===== src/rtl/axi4lite_arb_pkg.sv =====
// Shared types and constants for the AXI4-Lite master arbiter.
package axi4lite_arb_pkg;

  // Transaction sequencer states: one command is carried end to end at a time.
  typedef enum logic [2:0] {
    IDLE,
    WR_REQ,
    WR_RESP,
    RD_REQ,
    RD_DATA,
    RSP
  } t_arb_state;

  // AXI BRESP/RRESP encodings.
  localparam logic [1:0] C_RESP_OKAY   = 2'b00;
  localparam logic [1:0] C_RESP_EXOKAY = 2'b01;
  localparam logic [1:0] C_RESP_SLVERR = 2'b10;
  localparam logic [1:0] C_RESP_DECERR = 2'b11;

endpackage


===== src/rtl/axi4lite_master_arbiter_rr_arbiter.sv =====
// Combinational round-robin arbiter: the search starts just after last_grant
// and wraps, so the most recently served requester has the lowest priority.
module rr_arbiter #(
  parameter int N = 4
) (
  input  logic [N-1:0]         req,
  input  logic [$clog2(N)-1:0] last_grant,
  output logic [N-1:0]         grant
);

  logic found;

  // Two ordered passes: indices above last_grant first, then the wrapped part.
  always_comb begin
    // NOTE: every variable gets a default before any conditional write so no latch is inferred.
    grant = '0;
    found = 1'b0;
    for (int i = 0; i < N; i++) begin
      if (!found && req[i] && (i > int'(last_grant))) begin
        grant[i] = 1'b1;
        found    = 1'b1;
      end
    end
    for (int i = 0; i < N; i++) begin
      if (!found && req[i] && (i <= int'(last_grant))) begin
        grant[i] = 1'b1;
        found    = 1'b1;
      end
    end
  end

endmodule


===== src/rtl/axi4lite_master_arbiter.sv =====
// Shares one AXI4-Lite master port among G_NB_REQ single-beat requesters.
// One transaction is in flight at a time; each is fully sequenced through
// AW/W/B or AR/R before the next round-robin grant.
module axi4lite_master_arbiter
  import axi4lite_arb_pkg::*;
#(
  parameter int          G_NB_REQ               = 4,
  parameter int          G_AXI4_LITE_ADDR_WIDTH = 32,
  parameter int          G_AXI4_LITE_DATA_WIDTH = 32,
  parameter logic [2:0]  G_AWPROT               = 3'b000,
  parameter logic [2:0]  G_ARPROT               = 3'b000
) (
  input  logic                                       clk,
  input  logic                                       rst_n,
  // Requester side
  input  logic [G_NB_REQ-1:0]                        req_valid,
  output logic [G_NB_REQ-1:0]                        req_ready,
  input  logic [G_NB_REQ-1:0]                        req_wr,
  input  logic [G_NB_REQ*G_AXI4_LITE_ADDR_WIDTH-1:0] req_addr,
  input  logic [G_NB_REQ*G_AXI4_LITE_DATA_WIDTH-1:0] req_wdata,
  input  logic [G_NB_REQ*G_AXI4_LITE_DATA_WIDTH/8-1:0] req_wstrb,
  output logic [G_NB_REQ-1:0]                        rsp_valid,
  output logic [G_AXI4_LITE_DATA_WIDTH-1:0]          rsp_rdata,
  output logic [1:0]                                 rsp_resp,
  // AXI4-Lite master port
  output logic                                       awvalid,
  output logic [G_AXI4_LITE_ADDR_WIDTH-1:0]          awaddr,
  output logic [2:0]                                 awprot,
  input  logic                                       awready,
  output logic                                       wvalid,
  output logic [G_AXI4_LITE_DATA_WIDTH-1:0]          wdata,
  output logic [G_AXI4_LITE_DATA_WIDTH/8-1:0]        wstrb,
  input  logic                                       wready,
  input  logic                                       bvalid,
  input  logic [1:0]                                 bresp,
  output logic                                       bready,
  output logic                                       arvalid,
  output logic [G_AXI4_LITE_ADDR_WIDTH-1:0]          araddr,
  output logic [2:0]                                 arprot,
  input  logic                                       arready,
  input  logic                                       rvalid,
  input  logic [G_AXI4_LITE_DATA_WIDTH-1:0]          rdata,
  input  logic [1:0]                                 rresp,
  output logic                                       rready
);

  localparam int N  = G_NB_REQ;
  localparam int A  = G_AXI4_LITE_ADDR_WIDTH;
  localparam int D  = G_AXI4_LITE_DATA_WIDTH;
  localparam int S  = D / 8;
  localparam int IW = $clog2(N);

  t_arb_state        state_q;
  logic [IW-1:0]     last_grant_q;
  logic [N-1:0]      grant_q;
  logic [A-1:0]      addr_q;
  logic [D-1:0]      wdata_q;
  logic [S-1:0]      wstrb_q;
  logic              awvalid_q, wvalid_q, bready_q, arvalid_q, rready_q;
  logic [N-1:0]      rsp_valid_q;
  logic [D-1:0]      rsp_rdata_q;
  logic [1:0]        rsp_resp_q;

  logic [N-1:0]      grant;
  logic [IW-1:0]     sel_idx;
  logic              sel_wr;
  logic [A-1:0]      sel_addr;
  logic [D-1:0]      sel_wdata;
  logic [S-1:0]      sel_wstrb;
  logic              aw_done, w_done;

  rr_arbiter #(.N(N)) u_rr_arbiter (
    .req        (req_valid),
    .last_grant (last_grant_q),
    .grant      (grant)
  );

  // Mux the winning requester's command fields out of the flattened buses.
  always_comb begin
    sel_idx   = '0;
    sel_wr    = 1'b0;
    sel_addr  = '0;
    sel_wdata = '0;
    sel_wstrb = '0;
    for (int i = 0; i < N; i++) begin
      if (grant[i]) begin
        sel_idx   = IW'(i);
        sel_wr    = req_wr[i];
        sel_addr  = req_addr[i*A +: A];
        sel_wdata = req_wdata[i*D +: D];
        sel_wstrb = req_wstrb[i*S +: S];
      end
    end
  end

  // A channel is finished once its valid has dropped or is handshaking now.
  assign aw_done = !awvalid_q || awready;
  assign w_done  = !wvalid_q  || wready;

  // Transaction sequencer with registered bus and response outputs.
  always_ff @(posedge clk or negedge rst_n) begin
    if (!rst_n) begin
      state_q      <= IDLE;
      last_grant_q <= IW'(N - 1);
      grant_q      <= '0;
      addr_q       <= '0;
      wdata_q      <= '0;
      wstrb_q      <= '0;
      awvalid_q    <= 1'b0;
      wvalid_q     <= 1'b0;
      bready_q     <= 1'b0;
      arvalid_q    <= 1'b0;
      rready_q     <= 1'b0;
      rsp_valid_q  <= '0;
      rsp_rdata_q  <= '0;
      rsp_resp_q   <= C_RESP_OKAY;
    end else begin
      // NOTE: non-blocking assignments so every register samples pre-edge values.
      case (state_q)
        IDLE: begin
          if (|grant) begin
            grant_q      <= grant;
            last_grant_q <= sel_idx;
            addr_q       <= sel_addr;
            wdata_q      <= sel_wdata;
            wstrb_q      <= sel_wstrb;
            if (sel_wr) begin
              awvalid_q <= 1'b1;
              wvalid_q  <= 1'b1;
              state_q   <= WR_REQ;
            end else begin
              arvalid_q <= 1'b1;
              state_q   <= RD_REQ;
            end
          end
        end
        WR_REQ: begin
          if (awvalid_q && awready) awvalid_q <= 1'b0;
          if (wvalid_q && wready)   wvalid_q  <= 1'b0;
          if (aw_done && w_done) begin
            bready_q <= 1'b1;
            state_q  <= WR_RESP;
          end
        end
        WR_RESP: begin
          if (bvalid) begin
            bready_q    <= 1'b0;
            rsp_resp_q  <= bresp;
            rsp_rdata_q <= '0;
            rsp_valid_q <= grant_q;
            state_q     <= RSP;
          end
        end
        RD_REQ: begin
          if (arready) begin
            arvalid_q <= 1'b0;
            rready_q  <= 1'b1;
            state_q   <= RD_DATA;
          end
        end
        RD_DATA: begin
          if (rvalid) begin
            rready_q    <= 1'b0;
            rsp_resp_q  <= rresp;
            rsp_rdata_q <= rdata;
            rsp_valid_q <= grant_q;
            state_q     <= RSP;
          end
        end
        RSP: begin
          rsp_valid_q <= '0;
          state_q     <= IDLE;
        end
        default: state_q <= IDLE;
      endcase
    end
  end

  // Accept is only offered while idle and out of reset.
  assign req_ready = (rst_n && state_q == IDLE) ? grant : '0;
  assign rsp_valid = rsp_valid_q;
  assign rsp_rdata = rsp_rdata_q;
  assign rsp_resp  = rsp_resp_q;

  assign awvalid = awvalid_q;
  assign awaddr  = addr_q;
  assign awprot  = G_AWPROT;
  assign wvalid  = wvalid_q;
  assign wdata   = wdata_q;
  assign wstrb   = wstrb_q;
  assign bready  = bready_q;
  assign arvalid = arvalid_q;
  assign araddr  = addr_q;
  assign arprot  = G_ARPROT;
  assign rready  = rready_q;

endmodule


===== config.mk =====
export PLATFORM = sky130hd
export DESIGN_NAME = axi4lite_master_arbiter
export DESIGN_NICKNAME = d
export VERILOG_FILES = /design/src/rtl/axi4lite_arb_pkg.sv /design/src/rtl/axi4lite_master_arbiter_rr_arbiter.sv /design/src/rtl/axi4lite_master_arbiter.sv
export SDC_FILE = /design/constraint.sdc
export NUM_CORES = 1
export LEC_CHECK = 0
export ABC_AREA = 1
export BUFFER_PORTS_ARGS = -buffer_cell sky130_fd_sc_hd__buf_4
export CAP_MARGIN = 40
export CORE_AREA = 2 2 187 189
export DETAILED_ROUTE_END_ITERATION = 7
export DIE_AREA = 0 0 189 191
export GPL_TIMING_DRIVEN = 0
export MAX_ROUTING_LAYER = met4
export PLACE_DENSITY = 0.5
export REMOVE_ABC_BUFFERS = 1
export SYNTH_ARGS = -nofsm -noshare
export SYNTH_HDL_FRONTEND = slang
export SYNTH_SLANG_ARGS = --single-unit

===== constraint.sdc =====
create_clock -name clk -period 2 [get_ports clk]
set_input_delay 0.2 -clock clk [delete_from_list [all_inputs] [get_ports clk]]
set_output_delay 0.2 -clock clk [all_outputs]
set_load 0.02 [all_outputs]

== Word-level counts from Yosys, hierarchy flattened ==
Cells that the tools add are included.
Widths: inputs -> output; s select.

* Bits in registers: 120
* Latch bits: 0
* RAM bits: 0
* Memory bits (read-only): 0
* Output and inout bits: 153
* Memories: 0

* Add/sub/neg operators: 0
* Multiply operators: 0
* Div/mod/pow operators: 0
* $lt $le $gt $ge: 6
* Equality and inequality tests: 14
* Shifts and indexed selects: 0
* Mux-type cells: 64
* Bitwise logic cells: 0
* Reduce and logical (&&, ||, !) cells: 43

{| class="wikitable"
|+ Operators with widths
! kind !! number
|-
| $mux 32 || 10
|-
| $pmux 32 s2 || 1
|-
| $mux 1 || 28
|-
| $mux 4 || 7
|-
| $ne 2x2->1 const B || 9
|-
| $logic_and 1x1->1 || 16
|-
| $mux 3 || 5
|-
| $pmux 3 s5 || 1
|-
| $pmux 4 s3 || 1
|-
| $reduce_and 3->1 || 4
|-
| $reduce_and 4->1 || 3
|-
| $mux 2 || 5
|-
| $pmux 1 s2 || 5
|-
| $reduce_bool 2->1 || 5
|-
| $logic_not 1->1 || 8
|-
| $eq 3x2->1 const B || 2
|-
| $eq 3x3->1 const B || 2
|-
| $reduce_and 5->1 || 1
|-
| $gt 2x2->1 const A || 2
|-
| $le 2x2->1 const A || 2
|-
| $pmux 2 s2 || 1
|-
| $reduce_or 4->1 || 1
|-
| $eq 3x1->1 const B || 1
|-
| $logic_not 3->1 || 1
|-
| other kinds (5) || 6
|}

== Longest topological paths before layout ==
Gate-level depths: netlist of the first run.

* Word-level depth: 30
* Depth in mapped cells: 14
* Depth with buffers taken out: 13

== By module ==
A second synthesis of the first run with hierarchy kept.

* Cell total of the unflattened synthesis: 1021
* Area, all modules: 7339.5 µm²

{| class="wikitable"
|+ By module, submodules not included
! module !! times used !! cells each !! area each (µm²) !! seq. area each (µm²)
|-
| axi4lite_master_arbiter || 1 || 1000 || 7240.7 || 3005.4
|-
| rr_arbiter || 1 || 21 || 98.8 || 0.0
|}

== Worst setup path before layout of the first run ==
OpenSTA, ideal clock, no wires.

* Path type: flip-flop to output port
* From: register last_grant_q[1]
* To: output req_ready[0]
* Arrival time: 1804 ps
* Setup slack: -4 ps
* Cell stages (with the launch flop): 9
* Path buffers: 2
* Cell sequence: dfstp_2 > nor2_1 > nand2_2 > nand3_1 > nor2_1 > buf_2 > buf_2 > inv_1 > nor2_1

* Longest elaborated chain between the ends: 15
* Elaborated cells on any way between the ends: 17
* Those cells by class: 3 x order compare; 5 x mux; 9 x reduce/logical

{| class="wikitable"
|+ Ends and longest elaborated chain
! item !! line !! source
|-
| start, declared || axi4lite_master_arbiter.sv:54 || <nowiki>logic [IW-1:0] last_grant_q;</nowiki>
|-
| start signal, assigned || axi4lite_master_arbiter.sv:104 || <nowiki>last_grant_q <= IW'(N - 1);</nowiki>
|-
| start signal, assigned || axi4lite_master_arbiter.sv:123 || <nowiki>last_grant_q <= sel_idx;</nowiki>
|-
| $gt 1x2->1 || axi4lite_master_arbiter_rr_arbiter.sv:19 || <nowiki>if (!found && req[i] && (i > int'(last_grant))) begin</nowiki>
|-
| $logic_and 1x1->1 || axi4lite_master_arbiter_rr_arbiter.sv:19 ||
|-
| $mux 1 || axi4lite_master_arbiter_rr_arbiter.sv:19 ||
|-
| $logic_not 1->1 || axi4lite_master_arbiter_rr_arbiter.sv:19 ||
|-
| $logic_and 1x1->1 (2 in series) || axi4lite_master_arbiter_rr_arbiter.sv:19 ||
|-
| $mux 1 || axi4lite_master_arbiter_rr_arbiter.sv:19 ||
|-
| $logic_not 1->1 || axi4lite_master_arbiter_rr_arbiter.sv:19 ||
|-
| $logic_and 1x1->1 (2 in series) || axi4lite_master_arbiter_rr_arbiter.sv:19 ||
|-
| $mux 1 * || axi4lite_master_arbiter_rr_arbiter.sv:19 ||
|-
| $logic_not 1->1 * || axi4lite_master_arbiter_rr_arbiter.sv:25 || <nowiki>if (!found && req[i] && (i <= int'(last_grant))) begin</nowiki>
|-
| $logic_and 1x1->1 * || axi4lite_master_arbiter_rr_arbiter.sv:25 ||
|-
| $mux 1 * || axi4lite_master_arbiter_rr_arbiter.sv:25 ||
|-
| $mux 4 * || axi4lite_master_arbiter.sv:180 || <nowiki>assign req_ready = (rst_n && state_q == IDLE) ? grant : '0;</nowiki>
|-
| end, declared || axi4lite_master_arbiter.sv:17 || <nowiki>output logic [G_NB_REQ-1:0] req_ready,</nowiki>
|}

Every way passes the cells marked *; elsewhere a longest branch is shown, timed or not.

== Final worst setup path of the first run ==
* From: register last_grant_q[1]
* To: output req_ready[1]

* Longest elaborated chain between the ends: 19
* Elaborated cells on any way between the ends: 22
* Those cells by class: 4 x order compare; 6 x mux; 12 x reduce/logical

{| class="wikitable"
|+ Ends and longest elaborated chain
! item !! line
|-
| $gt 1x2->1 || axi4lite_master_arbiter_rr_arbiter.sv:19
|-
| $logic_and 1x1->1 || axi4lite_master_arbiter_rr_arbiter.sv:19
|-
| $mux 1 || axi4lite_master_arbiter_rr_arbiter.sv:19
|-
| $logic_not 1->1 || axi4lite_master_arbiter_rr_arbiter.sv:19
|-
| $logic_and 1x1->1 (2 in series) || axi4lite_master_arbiter_rr_arbiter.sv:19
|-
| $mux 1 || axi4lite_master_arbiter_rr_arbiter.sv:19
|-
| $logic_not 1->1 || axi4lite_master_arbiter_rr_arbiter.sv:19
|-
| $logic_and 1x1->1 (2 in series) || axi4lite_master_arbiter_rr_arbiter.sv:19
|-
| $mux 1 || axi4lite_master_arbiter_rr_arbiter.sv:19
|-
| $logic_not 1->1 || axi4lite_master_arbiter_rr_arbiter.sv:25
|-
| $logic_and 1x1->1 || axi4lite_master_arbiter_rr_arbiter.sv:25
|-
| $mux 1 || axi4lite_master_arbiter_rr_arbiter.sv:25
|-
| $logic_not 1->1 || axi4lite_master_arbiter_rr_arbiter.sv:25
|-
| $logic_and 1x1->1 (2 in series) || axi4lite_master_arbiter_rr_arbiter.sv:25
|-
| $mux 1 * || axi4lite_master_arbiter_rr_arbiter.sv:25
|-
| $mux 4 * || axi4lite_master_arbiter.sv:180
|}

Marks and branches as above.

==> reports/qor.yml, run 1 <==
run_status:
  outcome: "finished with violations"
  violations: "setup timing"
synth:
  netlist_area_sq_um: 6640
  yosys_register_bits: 120
  syn_inst: 928
  ys_dominant_reg_cell: "dfrtp_1"
  yosys.area.top_type: "dfrtp_1"
  yosysTopAreaCellShare_pct: 44.4
  avgSynthCellArea_sq_um: 7.16
  synth_enable_flop_cells: 0
  yosysSeqAreaShare_pct: 45.2
  ys_types: 29
  synth_warnings: 0
  async_flop_share_pct: 100
  ys_top_cells_by_area: "dfrtp_1 (44%), nand2_1 (22%), nand3_1 (8.4%)"
sta:
  drv_slew: 0
  max_freq_ghz: 0.430
  rsz0062_at_grt: "yes"
  hold_viol: 0
  tightestPinTransition_ns: 0.746
  setup_violations: 81
  skew_ns: 0.0130
  period_share_pct: 116
  min_period_ns: 2.33
  fin_ws_ns: -0.328
  slew_headroom_pct: 49.8
  fin_setup_tns_ns: -21.73
global_route:
  antenna_found_initial: 1
  grt_max_degree: 73
  first_global_vias: 8100
  track_usage_pct: 19.0
  grt_overflow: 0
  grt_first_pass_wirelength_mm: 50.0
floorplanning:
  ios: 476
  rows: 68
  initial_core_util_pct: 19.5
  fp.dieH_um: 191
  die_w_um: 189
  design.core.area_sq_um: 34100
  die-area_sq_um: 36100
placed_design:
  dp.cells: 1777
  hpwl_mm: 23.1
  pre_cts_ws_ns: -0.864
  io_buffers: 469
  routabilityCongestion: 0.784
clocking:
  cts_tree: "done"
  clkTransAtPathRegs_ns: 0.07
  cts.htree.levels: 4
  ctsLongestPathBuffers: 2
  cts_made_buffers: 17
  clk_latency_ns: 0.42
  root_buffer: "clkbuf_16"
  cts_sinks: 120
layout:
  syn2layout_area_growth_pct: 88.2
  fin_util_pct: 36.7
  final_cell_mix: "buf_4 (487), nand2_1 (371), dfrtp_1 (118), nand3_1 (99), o21ai_1 (68)"
  fin_nets: 1736
  layout_commonest_cell: "buf_4"
  fillerInstances: 3588
  layout-drive-gt1-share_pct: 44.4
  final_cells: 1882
route:
  drc: 0
  vias_per_cell: 4.39
  first_iter_violations: 322
  wl_per_cell_um: 19.2
  drt_pass1_iterations: 5
  drt_wl_total_mm: 36.1
  routed-via-count: 8262
  ant_nets: 0
pwr:
  irDropWorstVdd_uv: 666
  power.density_nw_per_um2: 1520
  p_leak_nw: 6.46
  total_power_mw: 19.0
critical_path:
  arrival_ns: 2.13
  crit_type: "reg -> out"
  cp_max_fo: 4
  cp.required_ns: 1.80
  endpoint_kind: "primary output"
  cp-start-kind: "flop"
worst_hold_path:
  hold_path_class: "in -> reg"
flow_run:
  max-cap-violations: 0
==> per-layer routing <==
metal | wire [um] | vias to the layer above | GRT usage, %
met5 | 0 | - | -
met2 | 18100 | 314 | 31.8
met1 | 15300 | 3964 | 23.2
met4 | 465 | 0 | 4.90
li1 | - | 3958 | -
met3 | 2220 | 26 | 3.93
==> worst max-delay path, stage by stage, from the launching register on <==
cell     delay [ns]
dfstp_2        0.63
nor2_4         0.07
nand2_4        0.10
buf_6          0.11
nand4_1        0.18
o21ai_4        0.22
buf_6          0.14
inv_2          0.03
nor2_1         0.07
buf_4          0.16
==> repair_timing <==
item / in CTS / in global routing
pin swaps: 16 / 18
endpoints found under the hold margin: 52 / 0
endpoints found under the setup margin: 122 / 110
gates resized for setup: 56 / 61
hold buffers: 8 / 0
setup buffers: 25 / 18
gates cloned: 13 / 9
==> state kept, by name, indices dropped and copies added (netlist names), 3 cells and up <==
name,cells
wstrb,4
wdata,32
araddr,32
rsp_valid,4
state_q,3
rsp_rdata,32
grant_q,4
==> where the power goes <==
| part | internal, mW | switching (mW) | total [mW] |
|---|---|---|---|
| combinational | 5.09 | 6.45 | 11.5 |
| sequential | 3.47 | 0.727 | 4.20 |
| clock | 1.89 | 1.33 | 3.22 |
| total | 10.5 | 8.51 | 19.0 |
==> layout make-up <==
class	count	area, sq um	share of cell area, %
sequential	120	3010	24.0
timing repair buffer	549	4890	39.1
tap	455	569	4.55
inverter	34	146	1.17
clock inverter	13	148	1.18
antenna	1	2.50	0.0200
multi-input combinational	689	3280	26.2
clock buffer	19	443	3.54
timing repair inverter	2	20.0	0.160
==> final timing paths <==
path                                       from               to  slack (ns)  cells after the start
worst max register to register  last_grant_q[1]       araddr[12]       -0.31                     13
max in group asynchronous                 rst_n        wdata[15]        1.26                      3
min in group asynchronous                 rst_n  last_grant_q[1]        0.34                      2
worst min-delay path                   rdata[0]     rsp_rdata[0]        0.02                      3
worst max-delay path            last_grant_q[1]     req_ready[1]       -0.33                      9
worst min register to register    rsp_rdata[16]    rsp_rdata[16]        0.47                      2
==> cells by family after synthesis <==
group / after synthesis / synth area share (%)
AND/OR/NAND/NOR: 522 / 32.0
buffers and inverters: 126 / 10.4
AO/OA/AOI/OAI: 159 / 12.3
flip-flops: 120 / 45.2
other: 1 / 0.0564
==> metrics by stage <==
step / instance area [sq um] / hold slack (ns)
6_report: 12500 / 0.0157
5_1_grt: 12500 / 0.00566
4_1_cts: 11900 / 0.000106
3_5_place_dp: 10500 / 0.203
3_3_place_gp: 10200 / 0.433
2_1_floorplan: 6100 / -0.0956
==> synthesized netlist by cell type (6+ instances only) <==
cell	number
a21oi_1	70
buf_2	7
buf_4	39
buf_6	8
clkbuf_1	34
dfrtp_1	118
inv_1	31
nand2_1	382
nand3_1	111
nor2_1	17
o21ai_0	6
o21ai_1	74
No activity file was read; power rests on OpenSTA's default activity.
==> inputs of run 2 (changes only) <==
CORE_AREA = 2 2 183 185   (was 2 2 187 189)
DIE_AREA = 0 0 185 187   (was 0 0 189 191)
clock period = 2.5 ns   (was 2 ns; I/O delays follow)
==> reports/qor.yml, run 2 (synthesis results as in run 1) <==
sta:
  max_freq_ghz: 0.412
  fin_setup_tns_ns: 0
  drv_slew: 0
  tightestPinTransition_ns: 0.806
  period_share_pct: 97.0
  hold_viol: 0
  skew_ns: 0.0139
  min_period_ns: 2.42
  fin_hold_ws_ns: 0.0625
  fin_ws_ns: 0.0756
  slew_headroom_pct: 46.2
  setup_violations: 0
  rsz0062_at_grt: "yes"
clocking:
  cts_made_buffers: 17
  clk_latency_ns: 0.42
  ctsLongestPathBuffers: 2
  cts.htree.levels: 4
  cts_tree: "done"
  root_buffer: "clkbuf_16"
  cts_sinks: 120
  clkTransAtPathRegs_ns: 0.07
critical_path:
  cp.required_ns: 2.25
  crit_type: "reg -> out"
  endpoint_kind: "primary output"
  cp-start-kind: "flop"
  cp_max_fo: 9
  arrival_ns: 2.17
run_status:
  outcome: "complete, no violations"
pwr:
  power_frac_clock_pct: 19.2
  switching_power_mw: 6.23
  comb_power_share_pct: 56.8
  internal_power_mw: 7.53
  power.density_nw_per_um2: 1190
  power_frac_seq_pct: 24.1
  p_leak_nw: 6.02
  irDropWorstVdd_uv: 469
  switching_share_pct: 45.3
  total_power_mw: 13.8
floorplanning:
  design.core.area_sq_um: 32900
  die-area_sq_um: 34600
  ios: 476
  fp.dieH_um: 187
  rows: 67
  die_w_um: 185
  initial_core_util_pct: 20.2
layout:
  syn2layout_area_growth_pct: 74.4
  multi_input_area_sq_um: 3110
  fillerInstances: 3574
  fin_nets: 1695
  final_cell_mix: "buf_4 (485), nand2_1 (377), dfrtp_1 (118), nand3_1 (108), o21ai_1 (74)"
  ff_latch_area_sq_um: 3010
  layout_commonest_cell: "buf_4"
  layout-drive-gt1-share_pct: 40.8
  final_cells: 1835
global_route:
  grt_first_pass_wirelength_mm: 48.5
  grt_overflow: 0
  track_usage_pct: 19.4
  grt_max_degree: 78
  antenna_found_initial: 2
  first_global_vias: 7974
placed_design:
  hpwl_mm: 22.4
  io_buffers: 469
  routabilityCongestion: 0.800
  dp.cells: 1767
  pre_cts_ws_ns: -0.705
route:
  first_iter_violations: 276
  drt_pass1_iterations: 5
  drc: 0
  drt_wl_total_mm: 33.8
  routed-via-count: 7974
  ant_nets: 0
  vias_per_cell: 4.35
  wl_per_cell_um: 18.4
flow_run:
  max-cap-violations: 0
worst_hold_path:
  hold_path_class: "in -> reg"
==> run 2: cell types whose count changed in the layout (fill, tap and decap cells not counted), sizes merged, moves of 2 or more <==
cell / change
buf: -31
bufbuf: +2
bufinv: +2
clkbuf: -10
clkinv: -5
dlygate4sd3: -6
inv: +4
nor2: +2
==> run 2: layout make-up <==
cell class	count	area share [%]
repair buffers	506	35.5
multi-input cells	691	26.8
flip-flops and latches	120	25.9
well taps	448	4.84
clock buffers	17	3.67
clock inverters	15	1.65
inverters	34	1.33
repair inverters	2	0.151
diodes	2	0.0432
==> run 2: per-stage QoR <==
step           instance area, sq um  utilization (%)
2_1_floorplan                  6100                -
3_3_place_gp                  10200             31.0
3_5_place_dp                  10400             31.8
4_1_cts                       11400             34.8
5_1_grt                       11600             35.3
6_report                      11600             35.3
==> run 2: layer usage <==
layer / GRT usage [%] / routed length [um]
met1: 22.3 / 13300
met2: 33.7 / 17300
met3: 4.73 / 2530
met4: 5.01 / 558
met5: - / 0
==> run 2: path summary, 6_finish.rpt <==
check	end	slack [ns]	start	cells after the start
max	req_ready[2]	0.08	last_grant_q[1]	10
min	rsp_rdata[18]	0.06	rdata[18]	3
max reg2reg	wdata[21]	0.09	last_grant_q[1]	14
min reg2reg	rsp_rdata[15]	0.47	rsp_rdata[15]	2
max in group asynchronous	araddr[26]	1.67	rst_n	3
min in group asynchronous	rsp_rdata[14]	0.38	rst_n	3
==> run 2: power groups by stage <==
| stage | sequential [mW] | combinational (mW) | clock, mW |
|---|---|---|---|
| 2_1_floorplan | 4.44 | 2.57 | 0 |
| 3_3_place_gp | 3.32 | 6.84 | 0 |
| 3_5_place_dp | 3.34 | 6.98 | 0 |
| 4_1_cts | 3.31 | 7.75 | 2.73 |
| 5_1_grt | 3.41 | 8.47 | 2.80 |
| 6_report | 3.31 | 7.81 | 2.64 |
==> run 2: critical path, cell delays in order (launching register included) <==
cell and delay (ns):
dfstp_2 0.57, nor2_1 0.07, nand2_2 0.13, nand3_4 0.09
nor2_4 0.14, nand3_4 0.13, nand2_4 0.11, buf_8 0.16
inv_1 0.08, nor2_1 0.11, buf_4 0.17
==> run 2: repair_timing <==
action | CTS | global route
setup buffers | 12 | 10
hold buffers | 2 | 0
setup endpoints to repair | 120 | 81
cloned | 10 | 1
resized for setup | 18 | 6
pin swaps | 8 | 7
endpoints found under the hold margin | 44 | 0
